File: src/rtl/bit_slicer_pkg.sv
// Shared types and constants for the 32-to-16 bit slicing path.
// Holds the sequencer state encoding, the half width and the per-word mask codes.
package bit_slicer_pkg;

  typedef enum logic [1:0] {
    SEQ_IDLE   = 2'd0,
    SEQ_FIRST  = 2'd1,
    SEQ_SECOND = 2'd2
  } seq_state_e;

  localparam int HALF_W = 16;

  localparam logic [1:0] MASK_NONE = 2'b00;
  localparam logic [1:0] MASK_LO   = 2'b01;
  localparam logic [1:0] MASK_HI   = 2'b10;
  localparam logic [1:0] MASK_BOTH = 2'b11;

  // True when the first half presented for a word is the high half.
  function automatic logic first_is_hi(input logic [1:0] mask, input logic hi_first);
    logic r;
    r = 1'b0;
    case (mask)
      MASK_LO:   r = 1'b0;
      MASK_HI:   r = 1'b1;
      MASK_BOTH: r = hi_first;
      default:   r = 1'b0;
    endcase
    return r;
  endfunction

endpackage

File: src/rtl/halfword_sequencer_if.sv
// Word-in / half-out handshake bundle of the halfword sequencer.
// The slave view belongs to the sequencer, the master view to whoever drives it.
interface halfword_sequencer_if #(
  parameter int DATA_W = 32,
  parameter int CNT_W  = 16
);
  logic                  in_valid_i;
  logic                  in_ready_o;
  logic [DATA_W-1:0]     in_data_i;
  logic [1:0]            in_mask_i;
  logic                  hi_first_i;
  logic                  out_valid_o;
  logic                  out_ready_i;
  logic [DATA_W/2-1:0]   out_data_o;
  logic                  out_last_o;
  logic                  sel_o;
  logic [CNT_W-1:0]      half_cnt_o;

  modport slave (
    input  in_valid_i, in_data_i, in_mask_i, hi_first_i, out_ready_i,
    output in_ready_o, out_valid_o, out_data_o, out_last_o, sel_o, half_cnt_o
  );

  modport master (
    output in_valid_i, in_data_i, in_mask_i, hi_first_i, out_ready_i,
    input  in_ready_o, out_valid_o, out_data_o, out_last_o, sel_o, half_cnt_o
  );
endinterface

File: src/rtl/halfword_sequencer.sv
// Accepts words and emits their masked 16-bit halves one per cycle, in a
// selectable order, while steering the slicer half-select and counting halves.
module halfword_sequencer
  import bit_slicer_pkg::*;
#(
  parameter int DATA_W = 32,
  parameter int CNT_W  = 16
) (
  input logic                clk_i,
  input logic                rst_ni,
  halfword_sequencer_if.slave bus
);

  localparam int HW = DATA_W / 2;

  seq_state_e        r_state;
  seq_state_e        w_state_nxt;
  logic [DATA_W-1:0] r_word;
  logic [1:0]        r_mask;
  logic              r_hi_first;
  logic [CNT_W-1:0]  r_cnt;

  logic w_valid;
  logic w_hi_sel;
  logic w_last;
  logic w_out_fire;
  logic w_done;
  logic w_in_ready;
  logic w_in_fire;

  // Which half is on the bus is derived purely from held state, so it stays
  // frozen for as long as the downstream stalls.
  always_comb begin
    w_valid  = (r_state != SEQ_IDLE);
    w_hi_sel = 1'b0;
    w_last   = 1'b0;
    case (r_state)
      SEQ_FIRST: begin
        w_hi_sel = first_is_hi(r_mask, r_hi_first);
        w_last   = (r_mask != MASK_BOTH);
      end
      SEQ_SECOND: begin
        w_hi_sel = ~r_hi_first;
        w_last   = 1'b1;
      end
      default: begin
        w_hi_sel = 1'b0;
        w_last   = 1'b0;
      end
    endcase
  end

  assign w_out_fire = w_valid & bus.out_ready_i;
  assign w_done     = w_out_fire & w_last;
  // Combinational from out_ready_i: a finishing word frees the register this cycle.
  assign w_in_ready = (r_state == SEQ_IDLE) | w_done;
  assign w_in_fire  = bus.in_valid_i & w_in_ready;

  always_comb begin
    w_state_nxt = r_state;
    if (w_in_fire) begin
      w_state_nxt = (bus.in_mask_i == MASK_NONE) ? SEQ_IDLE : SEQ_FIRST;
    end else if (w_out_fire) begin
      w_state_nxt = (r_state == SEQ_FIRST && !w_last) ? SEQ_SECOND : SEQ_IDLE;
    end
  end

  always_ff @(posedge clk_i or negedge rst_ni) begin
    if (!rst_ni) begin
      r_state    <= SEQ_IDLE;
      r_word     <= '0;
      r_mask     <= MASK_NONE;
      r_hi_first <= 1'b0;
      r_cnt      <= '0;
    end else begin
      r_state <= w_state_nxt;
      if (w_in_fire) begin
        r_word     <= bus.in_data_i;
        r_mask     <= bus.in_mask_i;
        r_hi_first <= bus.hi_first_i;
      end
      if (w_out_fire) begin
        r_cnt <= r_cnt + 1'b1;
      end
    end
  end

  assign bus.in_ready_o  = w_in_ready;
  assign bus.out_valid_o = w_valid;
  assign bus.out_last_o  = w_last;
  assign bus.sel_o       = ~w_hi_sel;
  assign bus.out_data_o  = !w_valid ? '0 :
                           (w_hi_sel ? r_word[DATA_W-1:HW] : r_word[HW-1:0]);
  assign bus.half_cnt_o  = r_cnt;

endmodule

File: src/flat_wrapper.sv
// flat-port wrapper written by rule: the top's interface ports become plain ports
module halfword_sequencer_flat import bit_slicer_pkg::*;
#(
  parameter int DATA_W = 32,
  parameter int CNT_W  = 16
)
  (clk_i, rst_ni, bus_in_valid_i, bus_in_data_i, bus_in_mask_i, bus_hi_first_i, bus_out_ready_i, bus_in_ready_o, bus_out_valid_o, bus_out_data_o, bus_out_last_o, bus_sel_o, bus_half_cnt_o);
  halfword_sequencer_if #(.DATA_W(DATA_W), .CNT_W(CNT_W)) bus_i ();
  input logic clk_i;
  input logic rst_ni;
  input wire logic [$bits(bus_i.in_valid_i)-1:0] bus_in_valid_i;
  input wire logic [$bits(bus_i.in_data_i)-1:0] bus_in_data_i;
  input wire logic [$bits(bus_i.in_mask_i)-1:0] bus_in_mask_i;
  input wire logic [$bits(bus_i.hi_first_i)-1:0] bus_hi_first_i;
  input wire logic [$bits(bus_i.out_ready_i)-1:0] bus_out_ready_i;
  output wire logic [$bits(bus_i.in_ready_o)-1:0] bus_in_ready_o;
  output wire logic [$bits(bus_i.out_valid_o)-1:0] bus_out_valid_o;
  output wire logic [$bits(bus_i.out_data_o)-1:0] bus_out_data_o;
  output wire logic [$bits(bus_i.out_last_o)-1:0] bus_out_last_o;
  output wire logic [$bits(bus_i.sel_o)-1:0] bus_sel_o;
  output wire logic [$bits(bus_i.half_cnt_o)-1:0] bus_half_cnt_o;
  assign bus_i.in_valid_i = bus_in_valid_i;
  assign bus_i.in_data_i = bus_in_data_i;
  assign bus_i.in_mask_i = bus_in_mask_i;
  assign bus_i.hi_first_i = bus_hi_first_i;
  assign bus_i.out_ready_i = bus_out_ready_i;
  assign bus_in_ready_o = bus_i.in_ready_o;
  assign bus_out_valid_o = bus_i.out_valid_o;
  assign bus_out_data_o = bus_i.out_data_o;
  assign bus_out_last_o = bus_i.out_last_o;
  assign bus_sel_o = bus_i.sel_o;
  assign bus_half_cnt_o = bus_i.half_cnt_o;
  halfword_sequencer #(.DATA_W(DATA_W), .CNT_W(CNT_W)) u_core (.clk_i(clk_i), .rst_ni(rst_ni), .bus(bus_i));
endmodule
File: config.mk
export PLATFORM = sky130hd
export DESIGN_NAME = halfword_sequencer_flat
export DESIGN_NICKNAME = d
export VERILOG_FILES = /design/src/rtl/bit_slicer_pkg.sv /design/src/rtl/halfword_sequencer_if.sv /design/src/rtl/halfword_sequencer.sv /design/src/flat_wrapper.sv
export SDC_FILE = /design/constraint.sdc
export NUM_CORES = 1
export LEC_CHECK = 0
export CAP_MARGIN = 15
export CORE_MARGIN = 3
export CORE_UTILIZATION = 25
export DETAILED_ROUTE_END_ITERATION = 7
export SETUP_SLACK_MARGIN = 0.5
export SYNTH_ARGS = -nofsm -noshare
export SYNTH_HDL_FRONTEND = slang
export SYNTH_SLANG_ARGS = --single-unit
File: constraint.sdc
create_clock -name clk_i -period 2.15 [get_ports clk_i]
set_input_delay 0.215 -clock clk_i [delete_from_list [all_inputs] [get_ports clk_i]]
set_output_delay 0.215 -clock clk_i [all_outputs]
set_load 0.01 [all_outputs]
==> results of run 1 <==
## flip-flops by register name (all words and copies together), names as in the netlist
signal and cells:
u_core.bus.half_cnt_o 16, u_core.r_hi_first 1, u_core.r_state 2, u_core.r_mask 2, u_core.r_word 32
## per-layer routing
layer | vias up | global-route usage | wire, um
li1 | 936 | - | -
met1 | 972 | 0.155 | 3040
met2 | 51 | 0.215 | 3520
met3 | 2 | 0.0197 | 269
met4 | 0 | 0.0325 | 55
met5 | - | 0 | 0
## critical path, cell delays in order (launching register included)
cell,delay [ns]
dfrtp_2,0.45
inv_2,0.09
ha_4,0.13
inv_4,0.04
o22a_4,0.27
buf_12,0.15
o21ai_1,0.18
a21oi_2,0.07
buf_2,0.13
## layout make-up
class	instances	area [sq um]	share of cell area
Multi-Input combinational cell	145	1390	0.355
Clock buffer	8	80.1	0.0205
Sequential cell	53	1330	0.340
Tap cell	133	166	0.0426
Inverter	6	32.5	0.00832
Timing Repair Buffer	95	917	0.235
## final timing paths
check	slack, ns	to	depth (start not counted)
max in group asynchronous	1.13	u_core.r_state[0]	3
hold / removal	0.44	u_core.bus.half_cnt_o[3]	2
setup / recovery	0.13	bus_out_data_o[15]	8
setup reg to reg	0.17	u_core.r_word[1]	7
min in group clk_i	0.48	u_core.bus.half_cnt_o[15]	1
hold reg to reg	0.48	u_core.bus.half_cnt_o[15]	1
## synthesized netlist by cell type
library cell | instances | area, sq um
dfrtp_1 | 53 | 1330
mux2_4 | 30 | 450
nand3_1 | 19 | 95.1
o21ai_0 | 17 | 85.1
a21oi_1 | 16 | 80.1
nand2_1 | 11 | 41.3
xnor2_1 | 10 | 87.6
inv_1 | 6 | 22.5
mux2_2 | 6 | 67.6
clkbuf_1 | 5 | 18.8
xor2_1 | 5 | 43.8
ha_1 | 4 | 50.1
buf_6 | 3 | 33.8
nand4_1 | 3 | 18.8
nor2_1 | 3 | 11.3
nor2b_1 | 3 | 18.8
and2_1 | 2 | 12.5
and3_1 | 2 | 12.5
buf_2 | 2 | 10.0
nor3_1 | 2 | 10.0
a21bo_2 | 1 | 10.0
a21o_1 | 1 | 7.51
a21oi_4 | 1 | 16.3
a22o_1 | 1 | 8.76
a31oi_4 | 1 | 21.3
nand2b_1 | 1 | 6.26
nand3b_1 | 1 | 7.51
nor4_1 | 1 | 6.26
nor4_2 | 1 | 12.5
o21a_1 | 1 | 7.51
o22a_1 | 1 | 8.76
o22ai_1 | 1 | 6.26
## power by group
part / leakage, nW / internal, mW / switching [mW]
combinational: 0.992 / 1.80 / 1.58
sequential: 0.641 / 1.42 / 0.360
clock: 0.0395 / 0.233 / 0.316
## cell families (layout without fill, tap and decap cells)
logic type                 count (synthesis)  count (layout)  share of synthesized area
AOI/OAI and AO/OA                         41              41                     0.0962
DFF                                       53              53                      0.507
buffers and inverters                     16             109                     0.0325
xor gates and xnor gates                  15              15                     0.0502
adders and majority gates                  4               4                     0.0191
muxes                                     36              36                      0.198
and+or+nand+nor                           49              49                     0.0967
## placed cells by master (no fill, tap or decap), types with 4 or more instances in the layout
cell type,count
clkbuf_8,5
buf_4,8
a21oi_2,9
o21ai_1,7
buf_2,19
nand2_1,10
xor2_1,5
nand3_1,13
buf_12,4
mux2_4,30
clkdlybuf4s50_1,54
o21ai_2,9
buf_6,6
nand3_2,5
a21oi_1,7
dfrtp_1,52
xnor2_1,10
mux2_2,6
## what timing repair did
action | CTS | global route
endpoints found under the hold margin | 22 | 0
hold buffers | 1 | 0
setup buffers | 5 | 0
gates cloned | 3 | 1
endpoints found under the setup margin | 63 | 63
gates resized for setup | 136 | 13
pin swaps | 21 | 9
==> results.py, run 1 <==
metrics = {
    "outcome": {
        "status": "finished clean",
    },
    "clocking": {
        "numCtsBuffers": 5,
        "clk_latency_ns": 0.29,
        "clkTransAtPathRegs_ns": 0.09,
        "root_buffer": "clkbuf_8",
        "cts.path.max_buffers": 2,
        "htreeDepth": 2,
        "clock_sinks": 53,
        "cts_tree": "yes",
    },
    "logic_synthesis": {
        "syn_area_per_cell_sq_um": 12.2,
        "syn_nets": 257,
        "synth_seq_area_share": 0.507,
        "yosysWarningCount": 0,
        "synth_cell_types": 32,
        "synth-seq-cells": 53,
        "synth_cells": 214,
        "syn_area_sq_um": 2620,
    },
    "placed_design": {
        "placed_cells": 422,
        "place_ws_ns": -0.0325,
        "gp_congestion": 0.727,
        "placement.cell_area_sq_um": 3580,
        "dpl.hpwl_um": 4670,
        "io_buffers": 74,
    },
    "timing": {
        "finalSetupViolations": 0,
        "hold_viol_final": 0,
        "clock_skew_ns": 0.00630,
        "fin_ws_ns": 0.130,
        "rsz0062_at_grt": "true",
        "tightest_slew_ns": 0.580,
        "maxSlewHeadroom": 0.613,
        "finalMaxSlewViolations": 0,
        "tns_ns": 0,
        "timing.final.crit_share": 0.940,
        "hold_ws_ns": 0.443,
        "period_needed_ns": 2.02,
        "fmax_ghz": 0.495,
    },
    "die": {
        "fp.dieW_um": 108,
        "row_count": 36,
        "initial_core_util": 0.263,
        "ioPinCount": 75,
        "core-area_sq_um": 9950,
        "die_y_um": 108,
        "die_area_sq_um": 11700,
    },
    "worst_setup_path": {
        "worstPathArrival_ns": 1.80,
        "startpoint": "u_core.r_state[0]",
        "r2r_start": "u_core.r_state[0]",
        "worst_setup_path_start_kind": "flop",
        "path_class": "flop to output pin",
        "crit_fanout": 8,
        "worstPathRequired_ns": 1.93,
        "cp-end-kind": "output pin",
    },
    "grt": {
        "grt_pass1_vias": 2160,
        "track_usage": 0.122,
        "grt_pass1_wl_um": 11100,
        "overflow": 0,
        "antenna_found_initial": 0,
        "grt_max_degree": 36,
    },
    "power": {
        "p_leak_nw": 1.67,
        "power.total_mw": 5.70,
        "irDropWorstVdd_uv": 600,
        "power.density_nw_per_um2": 1460,
    },
    "cells_and_area": {
        "nFillCells": 966,
        "finish.utilization": 0.393,
        "stdcell_area_sq_um": 3910,
        "n_antenna_cell": 0,
        "nNetsFinal": 349,
        "final_cells": 440,
        "area.growth.synth_to_final_pct": 49.5,
        "drive_gt1_frac": 0.404,
    },
    "flow_run": {
        "drv_cap": 0,
    },
    "detailed_routing": {
        "vias_per_cell": 4.46,
        "routedWlPerCell_um": 15.6,
        "drt-pass1-iter-count": 4,
        "drc_errors": 0,
        "vias": 1961,
        "first_iter_violations": 51,
        "antenna_left": 0,
        "wl_um": 6890,
    },
    "min_path": {
        "hp-class": "input pin to async pin",
    },
}
No activity file was read; power rests on OpenSTA's default activity.
==> inputs of run 2 (changes only) <==
--- a/config.mk
+++ b/config.mk
@@ -6,6 +6,7 @@
 export NUM_CORES = 1
 export LEC_CHECK = 0
 export CAP_MARGIN = 15
+export CORE_ASPECT_RATIO = 0.8
 export CORE_MARGIN = 3
 export CORE_UTILIZATION = 25
 export DETAILED_ROUTE_END_ITERATION = 7
==> run 2 against run 1 <==
Compared with the run above: final area increased by 6.3%; combinational power rose by 12%; flip-flop and latch count unchanged; core utilization increased by 2.6 points; non-clock buffer count increased by 13; fmax is 2.4% lower; register-to-register slack got worse by 0.08 ns; critical path type unchanged; critical endpoint unchanged; largest cell class unchanged; highest routed layer unchanged.
==> results.py, run 2 (synthesis results as in run 1) <==
metrics = {
    "timing": {
        "fmax_ghz": 0.483,
        "tns_ns": 0,
        "maxSlewHeadroom": 0.573,
        "fin_ws_ns": 0.0810,
        "finalSetupViolations": 0,
        "tightest_slew_ns": 0.641,
        "rsz0062_at_grt": "true",
        "finalMaxSlewViolations": 0,
        "clock_skew_ns": 0.00787,
        "hold_viol_final": 0,
        "period_needed_ns": 2.07,
        "timing.final.crit_share": 0.962,
    },
    "cells_and_area": {
        "final_cell_mix": "clkdlybuf4s50_1 (53), dfrtp_1 (53), mux2_4 (30), buf_2 (18), buf_4 (17)",
        "stdcell_area_sq_um": 4160,
        "nNetsFinal": 362,
        "n_antenna_cell": 0,
        "final_cells": 456,
        "largest_reg_flops": 32,
        "nFillCells": 961,
        "drive_gt1_frac": 0.447,
        "area.growth.synth_to_final_pct": 58.9,
        "top_register": "u_core.r_word",
    },
    "detailed_routing": {
        "first_iter_violations": 154,
        "wl_um": 7090,
        "routedWlPerCell_um": 15.5,
        "drc_errors": 0,
        "vias_per_cell": 4.42,
        "drt-pass1-iter-count": 4,
        "vias": 2014,
        "antenna_left": 0,
    },
    "clocking": {
        "cts.path.max_buffers": 2,
        "htreeDepth": 2,
        "clk_latency_ns": 0.29,
        "cts_tree": "yes",
        "clock_sinks": 53,
        "numCtsBuffers": 5,
        "root_buffer": "clkbuf_16",
        "clkTransAtPathRegs_ns": 0.07,
    },
    "grt": {
        "track_usage": 0.121,
        "antenna_found_initial": 0,
        "grt_pass1_wl_um": 11400,
        "grt_pass1_vias": 2124,
        "grt_max_degree": 29,
        "overflow": 0,
    },
    "placed_design": {
        "gp_congestion": 0.772,
        "placed_cells": 425,
        "dpl.hpwl_um": 4850,
        "place_ws_ns": -0.0344,
        "io_buffers": 74,
        "placement.cell_area_sq_um": 3580,
    },
    "power": {
        "power.density_nw_per_um2": 1530,
        "pwr-share-clk": 0.122,
        "power.total_mw": 6.36,
        "internal-power_mw": 3.97,
        "p_sw_mw": 2.39,
        "power.share.switching": 0.376,
        "pwr-share-comb": 0.597,
        "p_leak_nw": 1.81,
        "irDropWorstVdd_uv": 545,
        "p_seq_frac": 0.281,
    },
    "die": {
        "row_count": 32,
        "ioPinCount": 75,
        "core-area_sq_um": 9930,
        "die_y_um": 97.5,
        "fp.dieW_um": 120,
        "initial_core_util": 0.263,
        "die_area_sq_um": 11700,
    },
    "flow_run": {
        "drv_cap": 0,
    },
    "worst_setup_path": {
        "worst_setup_path_start_kind": "flop",
        "worstPathArrival_ns": 1.85,
        "cp-end-kind": "output pin",
        "crit_fanout": 8,
        "path_class": "flop to output pin",
        "worstPathRequired_ns": 1.93,
    },
    "outcome": {
        "status": "finished clean",
    },
    "min_path": {
        "hp-class": "flop to flop",
    },
}
-- run 2: cell count changes in the layout (fill, tap and decap cells not counted), moves of 2 or more --
cell / before / now
a21oi_2: 9 / 13
nand3_1: 13 / 11
buf_12: 4 / 6
o21ai_2: 9 / 7
buf_6: 6 / 9
buf_4: 8 / 17
clkinv_2: 0 / 2
clkbuf_1: 3 / 0
a21oi_1: 7 / 3
clkbuf_8: 5 / 0
o21ai_1: 7 / 9
nand3_2: 5 / 8
clkbuf_16: 1 / 6
-- run 2: layout make-up --
class / instances / area [sq um] / share of cell area
sequential: 53 / 1330 / 0.319
multi-input combinational: 145 / 1420 / 0.341
clock buffer: 5 / 125 / 0.0301
tap: 136 / 170 / 0.0409
timing repair buffer: 108 / 1070 / 0.258
clock inverter: 3 / 17.5 / 0.00421
inverter: 6 / 27.5 / 0.00662
-- run 2: worst max-delay path: stages, from the launching register on --
cell       delay [ns]
dfrtp_1          0.46
nor2b_1          0.32
o22a_4           0.24
clkbuf_16        0.16
o21ai_1          0.08
a21oi_2          0.17
buf_2            0.15
-- run 2: power by group through the flow --
stage	logic [mW]	clock network [mW]	registers, mW
after floorplan	1.80	0	1.66
after global placement	2.85	0	1.74
after detailed placement	2.89	0	1.75
after CTS	3.29	0.799	1.75
after global routing	4.04	0.851	1.85
final	3.80	0.774	1.79
-- run 2: repair_timing --
item                                   CTS  global route
setup buffers                            7            10
hold buffers                             1             0
gates cloned                             4             1
setup endpoints to repair               63            61
pin swaps                               12            15
endpoints found under the hold margin   25             0
gates resized for setup                119            45
-- run 2: final timing paths --
path | depth (start not counted) | slack (ns) | end | startpoint
worst max-delay path | 6 | 0.08 | bus_out_data_o[15] | u_core.r_hi_first
worst min-delay path | 1 | 0.47 | u_core.bus.half_cnt_o[15] | u_core.bus.half_cnt_o[15]
worst max register to register | 9 | 0.09 | u_core.r_word[3] | u_core.r_state[1]
worst min register to register | 1 | 0.47 | u_core.bus.half_cnt_o[15] | u_core.bus.half_cnt_o[15]
max in group asynchronous | 3 | 1.08 | u_core.r_word[23] | rst_ni
min in group asynchronous | 2 | 0.49 | u_core.bus.half_cnt_o[6] | rst_ni
-- run 2: layer usage --
layer	vias up	GRT usage	wire length (um)	share of wire
met5	-	0	0	0
met4	0	0.0331	126	0.018
met3	10	0.0233	272	0.038
met2	57	0.190	3330	0.47
met1	981	0.172	3360	0.47
li1	966	-	-	-
-- run 2: metrics by stage --
step	hold WS, ns	util
after floorplan	-0.0806	-
after global placement	0.268	0.361
after detailed placement	0.271	0.361
after CTS	0.475	0.395
after global routing	0.512	0.419
final	0.469	0.419
